`src/rtl/branch_predictor_table_if.sv`:
```
// Lookup and training signals for the branch predictor.
// The IF/EX pipeline side is the master and the predictor is the slave.
interface branch_predictor_table_if #(
    parameter int GHR_BITS = 5
) ();
    logic [31:0]         pc;
    logic                pred_taken;
    logic [31:0]         pred_next_pc;
    logic [GHR_BITS-1:0] pred_ghr;
    logic                update_valid;
    logic [31:0]         update_pc;
    logic [GHR_BITS-1:0] update_ghr;
    logic                update_taken;
    logic [31:0]         update_target;

    modport master (
        output pc, update_valid, update_pc, update_ghr, update_taken, update_target,
        input  pred_taken, pred_next_pc, pred_ghr
    );

    modport slave (
        input  pc, update_valid, update_pc, update_ghr, update_taken, update_target,
        output pred_taken, pred_next_pc, pred_ghr
    );
endinterface

```
`src/rtl/branch_predictor_table.sv`:
```
// Saturating-counter branch predictor (bimodal or gshare) with a tagged BTB.
// Lookup is combinational from pc; training happens on the clock edge.
module branch_predictor_table #(
    parameter int CNT_BITS = 2,
    parameter int IDX_BITS = 5,
    parameter int GHR_BITS = 5,
    parameter int GSHARE   = 1
) (
    input logic clk,
    input logic reset,
    branch_predictor_table_if.slave bp
);
    localparam int ENTRIES = 1 << IDX_BITS;
    localparam int TAG_W   = 30 - IDX_BITS;
    localparam logic [CNT_BITS-1:0] CNT_MAX  = {CNT_BITS{1'b1}};
    localparam logic [CNT_BITS-1:0] CNT_INIT = CNT_BITS'(1 << (CNT_BITS - 1));

    logic [GHR_BITS-1:0] ghr_reg;
    logic [GHR_BITS-1:0] ghr_next;
    logic [CNT_BITS-1:0] cnt_arr [ENTRIES];
    logic [ENTRIES-1:0]  btb_valid;
    logic [TAG_W-1:0]    btb_tag_mem    [ENTRIES];
    logic [31:0]         btb_target_mem [ENTRIES];

    // Counter index: gshare folds the zero-extended history into the PC bits.
    function automatic logic [IDX_BITS-1:0] counter_index(
        input logic [IDX_BITS-1:0] base,
        input logic [GHR_BITS-1:0] hist
    );
        if (GSHARE != 0) begin
            return base ^ IDX_BITS'(hist);
        end
        return base;
    endfunction

    // Lookup side
    logic [IDX_BITS-1:0] look_bi;
    logic [IDX_BITS-1:0] look_ci;
    logic                look_hit;

    assign look_bi  = bp.pc[IDX_BITS+1:2];
    assign look_ci  = counter_index(look_bi, ghr_reg);
    assign look_hit = btb_valid[look_bi] && (btb_tag_mem[look_bi] == bp.pc[31:IDX_BITS+2]);

    assign bp.pred_taken   = look_hit && cnt_arr[look_ci][CNT_BITS-1];
    assign bp.pred_next_pc = bp.pred_taken ? btb_target_mem[look_bi] : bp.pc + 32'd4;
    assign bp.pred_ghr     = ghr_reg;

    // Update side: the counter index uses the history snapshot carried with the branch
    logic [IDX_BITS-1:0] upd_bi;
    logic [IDX_BITS-1:0] upd_ci;
    logic [CNT_BITS-1:0] upd_cnt_cur;
    logic [CNT_BITS-1:0] upd_cnt_next;

    assign upd_bi      = bp.update_pc[IDX_BITS+1:2];
    assign upd_ci      = counter_index(upd_bi, bp.update_ghr);
    assign upd_cnt_cur = cnt_arr[upd_ci];

    always_comb begin
        upd_cnt_next = upd_cnt_cur;
        if (bp.update_taken) begin
            if (upd_cnt_cur != CNT_MAX) begin
                upd_cnt_next = upd_cnt_cur + 1'b1;
            end
        end else begin
            if (upd_cnt_cur != '0) begin
                upd_cnt_next = upd_cnt_cur - 1'b1;
            end
        end
    end

    for (genvar gi = 0; gi < ENTRIES; gi++) begin : g_entry
        logic [CNT_BITS-1:0] cnt_reg;
        logic                valid_reg;

        always_ff @(posedge clk or negedge reset) begin
            if (!reset) begin
                cnt_reg   <= CNT_INIT;
                valid_reg <= 1'b0;
            end else if (bp.update_valid) begin
                if (upd_ci == IDX_BITS'(gi)) begin
                    cnt_reg <= upd_cnt_next;
                end
                if (bp.update_taken && (upd_bi == IDX_BITS'(gi))) begin
                    valid_reg <= 1'b1;
                end
            end
        end

        assign cnt_arr[gi]   = cnt_reg;
        assign btb_valid[gi] = valid_reg;
    end

    // Tags and targets need no reset: an entry is only trusted once its valid bit is set.
    always_ff @(posedge clk) begin
        if (bp.update_valid && bp.update_taken) begin
            btb_tag_mem[upd_bi]    <= bp.update_pc[31:IDX_BITS+2];
            btb_target_mem[upd_bi] <= bp.update_target;
        end
    end

    // Shift the outcome in; truncation keeps the newest GHR_BITS bits (also covers GHR_BITS=1).
    assign ghr_next = GHR_BITS'({ghr_reg, bp.update_taken});

    always_ff @(posedge clk or negedge reset) begin
        if (!reset) begin
            ghr_reg <= '0;
        end else if (bp.update_valid) begin
            ghr_reg <= ghr_next;
        end
    end

    logic unused_pc_bits;
    assign unused_pc_bits = ^{bp.pc[1:0], bp.update_pc[1:0]};

endmodule

```
`src/flat_wrapper.sv`:
```
// flat-port wrapper written by rule: the top's interface ports become plain ports
module branch_predictor_table_flat 
#(
    parameter int CNT_BITS = 2,
    parameter int IDX_BITS = 5,
    parameter int GHR_BITS = 5,
    parameter int GSHARE   = 1
)
  (clk, reset, bp_pc, bp_update_valid, bp_update_pc, bp_update_ghr, bp_update_taken, bp_update_target, bp_pred_taken, bp_pred_next_pc, bp_pred_ghr);
  branch_predictor_table_if #(.GHR_BITS(GHR_BITS)) bp_i ();
  input logic clk;
  input logic reset;
  input wire logic [$bits(bp_i.pc)-1:0] bp_pc;
  input wire logic [$bits(bp_i.update_valid)-1:0] bp_update_valid;
  input wire logic [$bits(bp_i.update_pc)-1:0] bp_update_pc;
  input wire logic [$bits(bp_i.update_ghr)-1:0] bp_update_ghr;
  input wire logic [$bits(bp_i.update_taken)-1:0] bp_update_taken;
  input wire logic [$bits(bp_i.update_target)-1:0] bp_update_target;
  output wire logic [$bits(bp_i.pred_taken)-1:0] bp_pred_taken;
  output wire logic [$bits(bp_i.pred_next_pc)-1:0] bp_pred_next_pc;
  output wire logic [$bits(bp_i.pred_ghr)-1:0] bp_pred_ghr;
  assign bp_i.pc = bp_pc;
  assign bp_i.update_valid = bp_update_valid;
  assign bp_i.update_pc = bp_update_pc;
  assign bp_i.update_ghr = bp_update_ghr;
  assign bp_i.update_taken = bp_update_taken;
  assign bp_i.update_target = bp_update_target;
  assign bp_pred_taken = bp_i.pred_taken;
  assign bp_pred_next_pc = bp_i.pred_next_pc;
  assign bp_pred_ghr = bp_i.pred_ghr;
  branch_predictor_table #(.CNT_BITS(CNT_BITS), .IDX_BITS(IDX_BITS), .GHR_BITS(GHR_BITS), .GSHARE(GSHARE)) u_core (.clk(clk), .reset(reset), .bp(bp_i));
endmodule
```
`config.mk`:
```
export PLATFORM = sky130hd
export DESIGN_NAME = branch_predictor_table_flat
export DESIGN_NICKNAME = d
export VERILOG_FILES = /design/src/rtl/branch_predictor_table_if.sv /design/src/rtl/branch_predictor_table.sv /design/src/flat_wrapper.sv
export SDC_FILE = /design/constraint.sdc
export NUM_CORES = 2
export LEC_CHECK = 0
export ABC_AREA = 1
export CORE_UTILIZATION = 55
export DETAILED_ROUTE_END_ITERATION = 10
export PLACE_DENSITY = 0.74
export SETUP_SLACK_MARGIN = 0.1
export SLEW_MARGIN = 20
export SYNTH_ARGS = -nofsm -noshare
export SYNTH_HDL_FRONTEND = slang
export SYNTH_SLANG_ARGS = --single-unit
export TNS_END_PERCENT = 100
```
`constraint.sdc`:
```
create_clock -name clk -period 3.3 [get_ports clk]
set_clock_uncertainty 0.15 [all_clocks]
set_input_delay 0.495 -clock clk [delete_from_list [all_inputs] [get_ports clk]]
set_output_delay 0.495 -clock clk [all_outputs]
set_load 0.02 [all_outputs]
```
# Yosys cells after proc, flatten, opt, wreduce, memory -nomap -nowiden
# Memory sizes are Yosys's and may differ from the RTL's.
# Cells that the tools add are included.
totals:
  wordCells: 257
  ram_bits: 1824
  reg_bits: 101
  memories: 2
op_classes:
  reduce_logical: 102
  add_sub_neg: 3
  magnitude_cmp: 3
  n_mux: 14
  eq_ne: 64
  n_bitwise: 4
mem_list:
  columns: ["name", "words", "width", "rd", "rd_clocked_by_memory_dff", "write_ports", "line", "source"]
  rows:
  - ["u_core.btb_target_mem", 32, 32, 1, 0, 1, "branch_predictor_table.sv:23", "logic [31:0] btb_target_mem [ENTRIES];"]
  - ["u_core.btb_tag_mem", 32, 25, 1, 0, 1, "branch_predictor_table.sv:22", "logic [TAG_W-1:0] btb_tag_mem [ENTRIES];"]
ops:
  columns: ["operator", "count"]
  rows:
  - ["$eq 5x5->1 const B", 32]
  - ["$reduce_and 2->1", 64]
  - ["$eq 5x4->1 const B", 16]
  - ["$eq 5x3->1 const B", 8]
  - ["$logic_and 1x1->1", 35]
  - ["$add 32x3->32 const B", 1]
  - ["$mux 32", 1]
  - ["$eq 25x25->1", 1]
  - ["$bmux 2 s5", 2]
  - ["$eq 5x2->1 const B", 4]
  - ["$mux 2", 7]
  - ["$ge 6x6->1 const B", 2]
  - ["$not 5->6", 2]
  - ["$eq 5x1->1 const B", 2]
  - ["$logic_not 5->1", 2]
  - ["$xor 5x5->5", 2]
  - ["$lt 5x6->1 const B", 1]
  - ["$bmux 1 s5", 1]
  - ["$mux 1", 3]
  - ["$add 2x1->2 const B", 1]
  - ["$ne 2x2->1 const B", 1]
  - ["$reduce_bool 2->1", 1]
  - ["$sub 2x1->2 const B", 1]

# Depth between registers and ports, before layout
depth:
  ltp_word: 8
  mapped_depth: 24
  depth_no_buf: 18

# Worst setup path after synthesis
# No wires, ideal clock.
synth_timing:
  path_kind: "in2reg"
  startpoint: "input port bp_update_pc[3]"
  endpoint: "memory u_core.btb_tag_mem[26][0] (netlist bit) (enable)"
  t_required_ns: 2.676
  n_path_buf: 1
  arrival_time_ns: 3.507
  stages: 7
  setup_slack_ns: -0.831
  cell_sequence: "clkbuf_1 -> inv_1 -> nor2_1 -> inv_1 -> nor2_1 -> inv_1 -> nor2_1"
synth_rtl:
  columns: ["item", "line", "source"]
  rows:
  - ["start, declared", "flat_wrapper.sv:15", "input wire logic [$bits(bp_i.update_pc)-1:0] bp_update_pc;"]
  - ["end, declared", "branch_predictor_table.sv:22", null]
# Straight into the memory's write port.

# Worst setup path after layout
layout_timing:
  startpoint: "register u_core.ghr_reg[0] (netlist: u_core.bp.pred_ghr[0])"
  endpoint: "output port bp_pred_next_pc[18]"
layout_via:
  elab_chain_cells: 7
layout_lines:
  columns: ["item", "line", "source"]
  rows:
  - ["start, declared", "branch_predictor_table.sv:18", "logic [GHR_BITS-1:0] ghr_reg;"]
  - ["start signal, assigned", "branch_predictor_table.sv:109", "ghr_reg <= ghr_next;"]
  - ["$xor 5x5->5", "branch_predictor_table.sv:31", "return base ^ IDX_BITS'(hist);"]
  - ["$not 5->6 (not written as such)", "branch_predictor_table.sv:45", "assign bp.pred_taken = look_hit && cnt_arr[look_ci][CNT_BITS-1];"]
  - ["$bmux 2 s5", "branch_predictor_table.sv:45", null]
  - ["$mux 2 (not written as such) (2 in a row)", "branch_predictor_table.sv:45", null]
  - ["$logic_and 1x1->1", "branch_predictor_table.sv:45", null]
  - ["$mux 32", "branch_predictor_table.sv:46", "assign bp.pred_next_pc = bp.pred_taken ? btb_target_mem[look_bi] : bp.pc + 32'd4;"]
  - ["end, declared", "flat_wrapper.sv:20", "output wire logic [$bits(bp_i.pred_next_pc)-1:0] bp_pred_next_pc;"]
# Every way passes these cells. The select of a mux whose other input is x is not followed.

==> flow_metrics.py <==
metrics = {
    "clocking": {
        "htreeDepth": 4,
        "cts_tree": "done",
        "clk_latency_ns": 0.84,
        "cts.sinks": 1925,
        "clk_pin_slew_worst_paths_ns": 0.06,
        "cts_buffers": 190,
        "cts_buffer_depth": 3,
        "cts-root-buf": "clkbuf_16",
    },
    "sta": {
        "hold_viol": 0,
        "fin_ws_ns": -0.844,
        "finalSetupViolations": 33,
        "fin_tns_setup_ns": -23.97,
        "slew_viol_final": 0,
        "timing.fmax_ghz": 0.241,
        "relSlewSlack": 0.225,
        "period_minus_slack_ns": 4.14,
        "timing.final.crit_share": 1.26,
        "worst_pin_slew_ns": 1.16,
        "rsz0062_at_grt": "true",
    },
    "synthesis": {
        "syn-num-nets": 6972,
        "yosys.area.top_type_share": 0.691,
        "seq_area_frac_synth": 0.723,
        "yosys_warnings": 0,
        "postSynthAreaPerCell_sq_um": 11.6,
        "synth_top_cell_by_area": "edfxtp_1",
        "synthesis.area_sq_mm": 0.0793,
        "yosysUniqueCellTypes": 41,
        "ys_ff_latch": 1925,
        "syn-instance-count": 6866,
        "synth_area_leaders": "edfxtp_1 69%, nand2_1 7.0%, nor2_1 4.6%, o21ai_0 4.5%, nand3_1 3.2%",
    },
    "setup_path": {
        "critPathBufInv": 8,
        "critPathTopFamily": "buffers and inverters",
        "slowest_delay_ns": 0.44,
        "arrival_ns": 3.50,
        "cp.required_ns": 2.65,
        "cpMaxStageDelayCell": "dfrtp_2",
        "worstPathCellList": "inv_2 > nand2_2 > nand2_4 > buf_6 > nand2_2 > nand3_1 > nand3_2 > nand3_2 > nand2_2 > nand2_4 > nand2_4 > nor2_4 > nand3_2 > buf_6 > nor2_8 > buf_12 > buf_12 > buf_12 > buf_16 > o21ai_2 > buf_6",
        "start_kind": "register",
        "cp-end-kind": "output port",
        "worstPathMaxFanout": 7,
        "critPathKind": "register to output port",
    },
    "die": {
        "row_count": 138,
        "fp.dieH_um": 382,
        "die_area_sq_mm": 0.146,
        "initial_core_util": 0.558,
        "core_area_sq_mm": 0.142,
        "die_w_um": 382,
        "io_pins": 143,
    },
    "run": {
        "maxCapViolations": 0,
    },
    "min_path": {
        "hold_path.class": "input port to register",
    },
    "cells_and_area": {
        "num-nets-final": 7555,
        "layout-drive-gt1-share": 0.155,
        "area_growth_pct": 20.1,
        "fin_cells": 9501,
        "largest_reg_flops": 1024,
        "fin_area_sq_mm": 0.0952,
    },
    "routing": {
        "antenna_left": 0,
        "wl_per_cell_um": 26.5,
        "wl_um": 252000,
        "route.detailed.drc": 0,
        "drt_iter0_drc": 9092,
        "drt_pass1_iterations": 6,
        "vias": 58800,
        "via_per_inst": 6.19,
    },
    "outcome": {
        "violations": "negative setup slack",
        "status": "finished with violations",
    },
    "power_and_ir_drop": {
        "power_mw": 53.5,
        "swShare": 0.238,
        "power.density_mw_per_mm2": 562,
        "pwr-share-clk": 0.388,
        "vdd_drop_max_mv": 0.596,
        "p_int_mw": 40.8,
        "p_switching_mw": 12.8,
        "p_leak_nw": 34.7,
        "comb_power_share": 0.097,
        "p_seq_frac": 0.515,
    },
    "place": {
        "placed_area_sq_mm": 0.0882,
        "dp_hpwl_um": 151000,
        "place.gp.congestion": 1.01,
        "port-buffer-count": 140,
        "place_inst": 9118,
    },
    "grt": {
        "grt.overflow.total": 0,
        "grt_pass1_wl_um": 364000,
        "grt_max_degree": 124,
        "antenna_found_initial": 11,
        "grt_pass1_vias": 55700,
        "grtUsageTotal": 0.340,
    },
}
power by group through the flow:
stage / sequential, mW / clock (mW) / combinational (mW)
floorplan: 28.0 / 0 / 2.30
global placement: 28.1 / 0 / 4.77
detailed placement: 28.1 / 0 / 4.84
CTS: 27.6 / 20.8 / 4.99
global route: 27.6 / 21.8 / 5.53
finish: 27.6 / 20.8 / 5.17
per-layer routing:
metal  GRT usage  part of all wire  vias up
li1            -                 -    25400
met5           0           0.00045        -
met2       0.517              0.45     4168
met1       0.475              0.37    28600
met4       0.128             0.038       16
met3      0.0874              0.14      618
cell usage after synthesis:
library cell,number
a22oi_1,14
clkbuf_1,240
and2_1,1
nor4_2,1
inv_2,4
o22ai_1,194
buf_2,133
nor2_8,1
a221oi_1,9
buf_1,27
nor3_1,30
a31oi_1,32
dfrtp_1,69
o221ai_1,55
nand2_1,1471
o31ai_1,1
a21oi_1,93
clkinv_1,5
buf_6,5
clkinv_2,1
nand3_1,515
buf_4,14
o211ai_1,17
xor2_1,29
o21ai_1,33
nor2_1,969
inv_1,264
o21ai_0,713
nor2_2,2
nand2_2,1
a32oi_1,9
nand3b_1,4
dfstp_2,32
o211a_1,4
ha_1,1
nor4_1,4
nand4_1,16
or2_2,12
edfxtp_1,1824
a31o_2,9
xnor2_1,8
cell type report:
cell class / instances / area (sq um)
antenna: 2 / 5.00
clock buffer: 253 / 5150
clock inverter: 99 / 774
fill: 10000 / 47000
inverter: 274 / 1070
multi-input combinational: 4250 / 19900
sequential: 1925 / 57300
tap: 1890 / 2360
timing repair buffer: 808 / 8590
cell families (layout without fill, tap and decap cells):
group                    after synthesis  in the layout  share of synthesized area
other                                  0              2                          0
buffers and inverters                693           1434                     0.0360
XOR/XNOR                              37             37                    0.00409
flip-flops                          1925           1925                      0.723
AND/OR/NAND/NOR                     3027           3029                      0.153
adder cells (fa/ha/maj)                1              1                   0.000158
AO/OA/AOI/OAI                       1183           1183                     0.0833
final timing paths:
check | startpoint | endpoint | cells past startpoint | slack [ns]
hold / removal | bp_update_target[14] | u_core.btb_target_mem[15][14] | 1 | 0.05
min in group asynchronous | reset | u_core.bp.pred_ghr[4] | 4 | 0.57
max in group asynchronous | reset | u_core.g_entry[13].cnt_reg[1] | 4 | 2.02
setup / recovery | u_core.bp.pred_ghr[0] | bp_pred_next_pc[18] | 21 | -0.84
hold reg to reg | u_core.g_entry[11].valid_reg | u_core.g_entry[11].valid_reg | 2 | 0.30
setup reg to reg | u_core.g_entry[16].cnt_reg[1] | u_core.g_entry[30].cnt_reg[1] | 11 | 1.07
through the flow:
step                hold WS [ns]  worst slack, ns   util
floorplan                 0.0494           -0.805      -
global placement           0.289            -1.40  0.620
detailed placement         0.295            -1.41  0.620
CTS                        0.151           -0.815  0.667
global route              0.0560           -0.951  0.669
finish                    0.0462           -0.844  0.669
cell usage in the layout, fill, tap and decap left out, types with 41 or more instances in the layout:
cell | Yosys | final
clkbuf_1 | 240 | 54
clkinv_1 | 5 | 45
clkdlybuf4s50_1 | 0 | 99
edfxtp_1 | 1824 | 1824
o22ai_1 | 194 | 194
nand3_2 | 0 | 41
nor2_1 | 969 | 928
nand2_1 | 1471 | 1430
clkbuf_16 | 0 | 198
nand3_1 | 515 | 474
o21ai_0 | 713 | 701
inv_1 | 264 | 261
dfrtp_1 | 69 | 68
a21oi_1 | 93 | 91
buf_12 | 0 | 155
o221ai_1 | 55 | 55
buf_4 | 14 | 493
what timing repair did:
action | in CTS | in global routing
gates cloned | 6 | 2
pin swaps | 32 | 37
resized for setup | 234 | 64
endpoints found under the hold margin | 69 | 0
hold buffers | 3 | 0
setup endpoints to repair | 33 | 33
buffers inserted | 16 | 3
No activity file was read; power rests on OpenSTA's default activity.
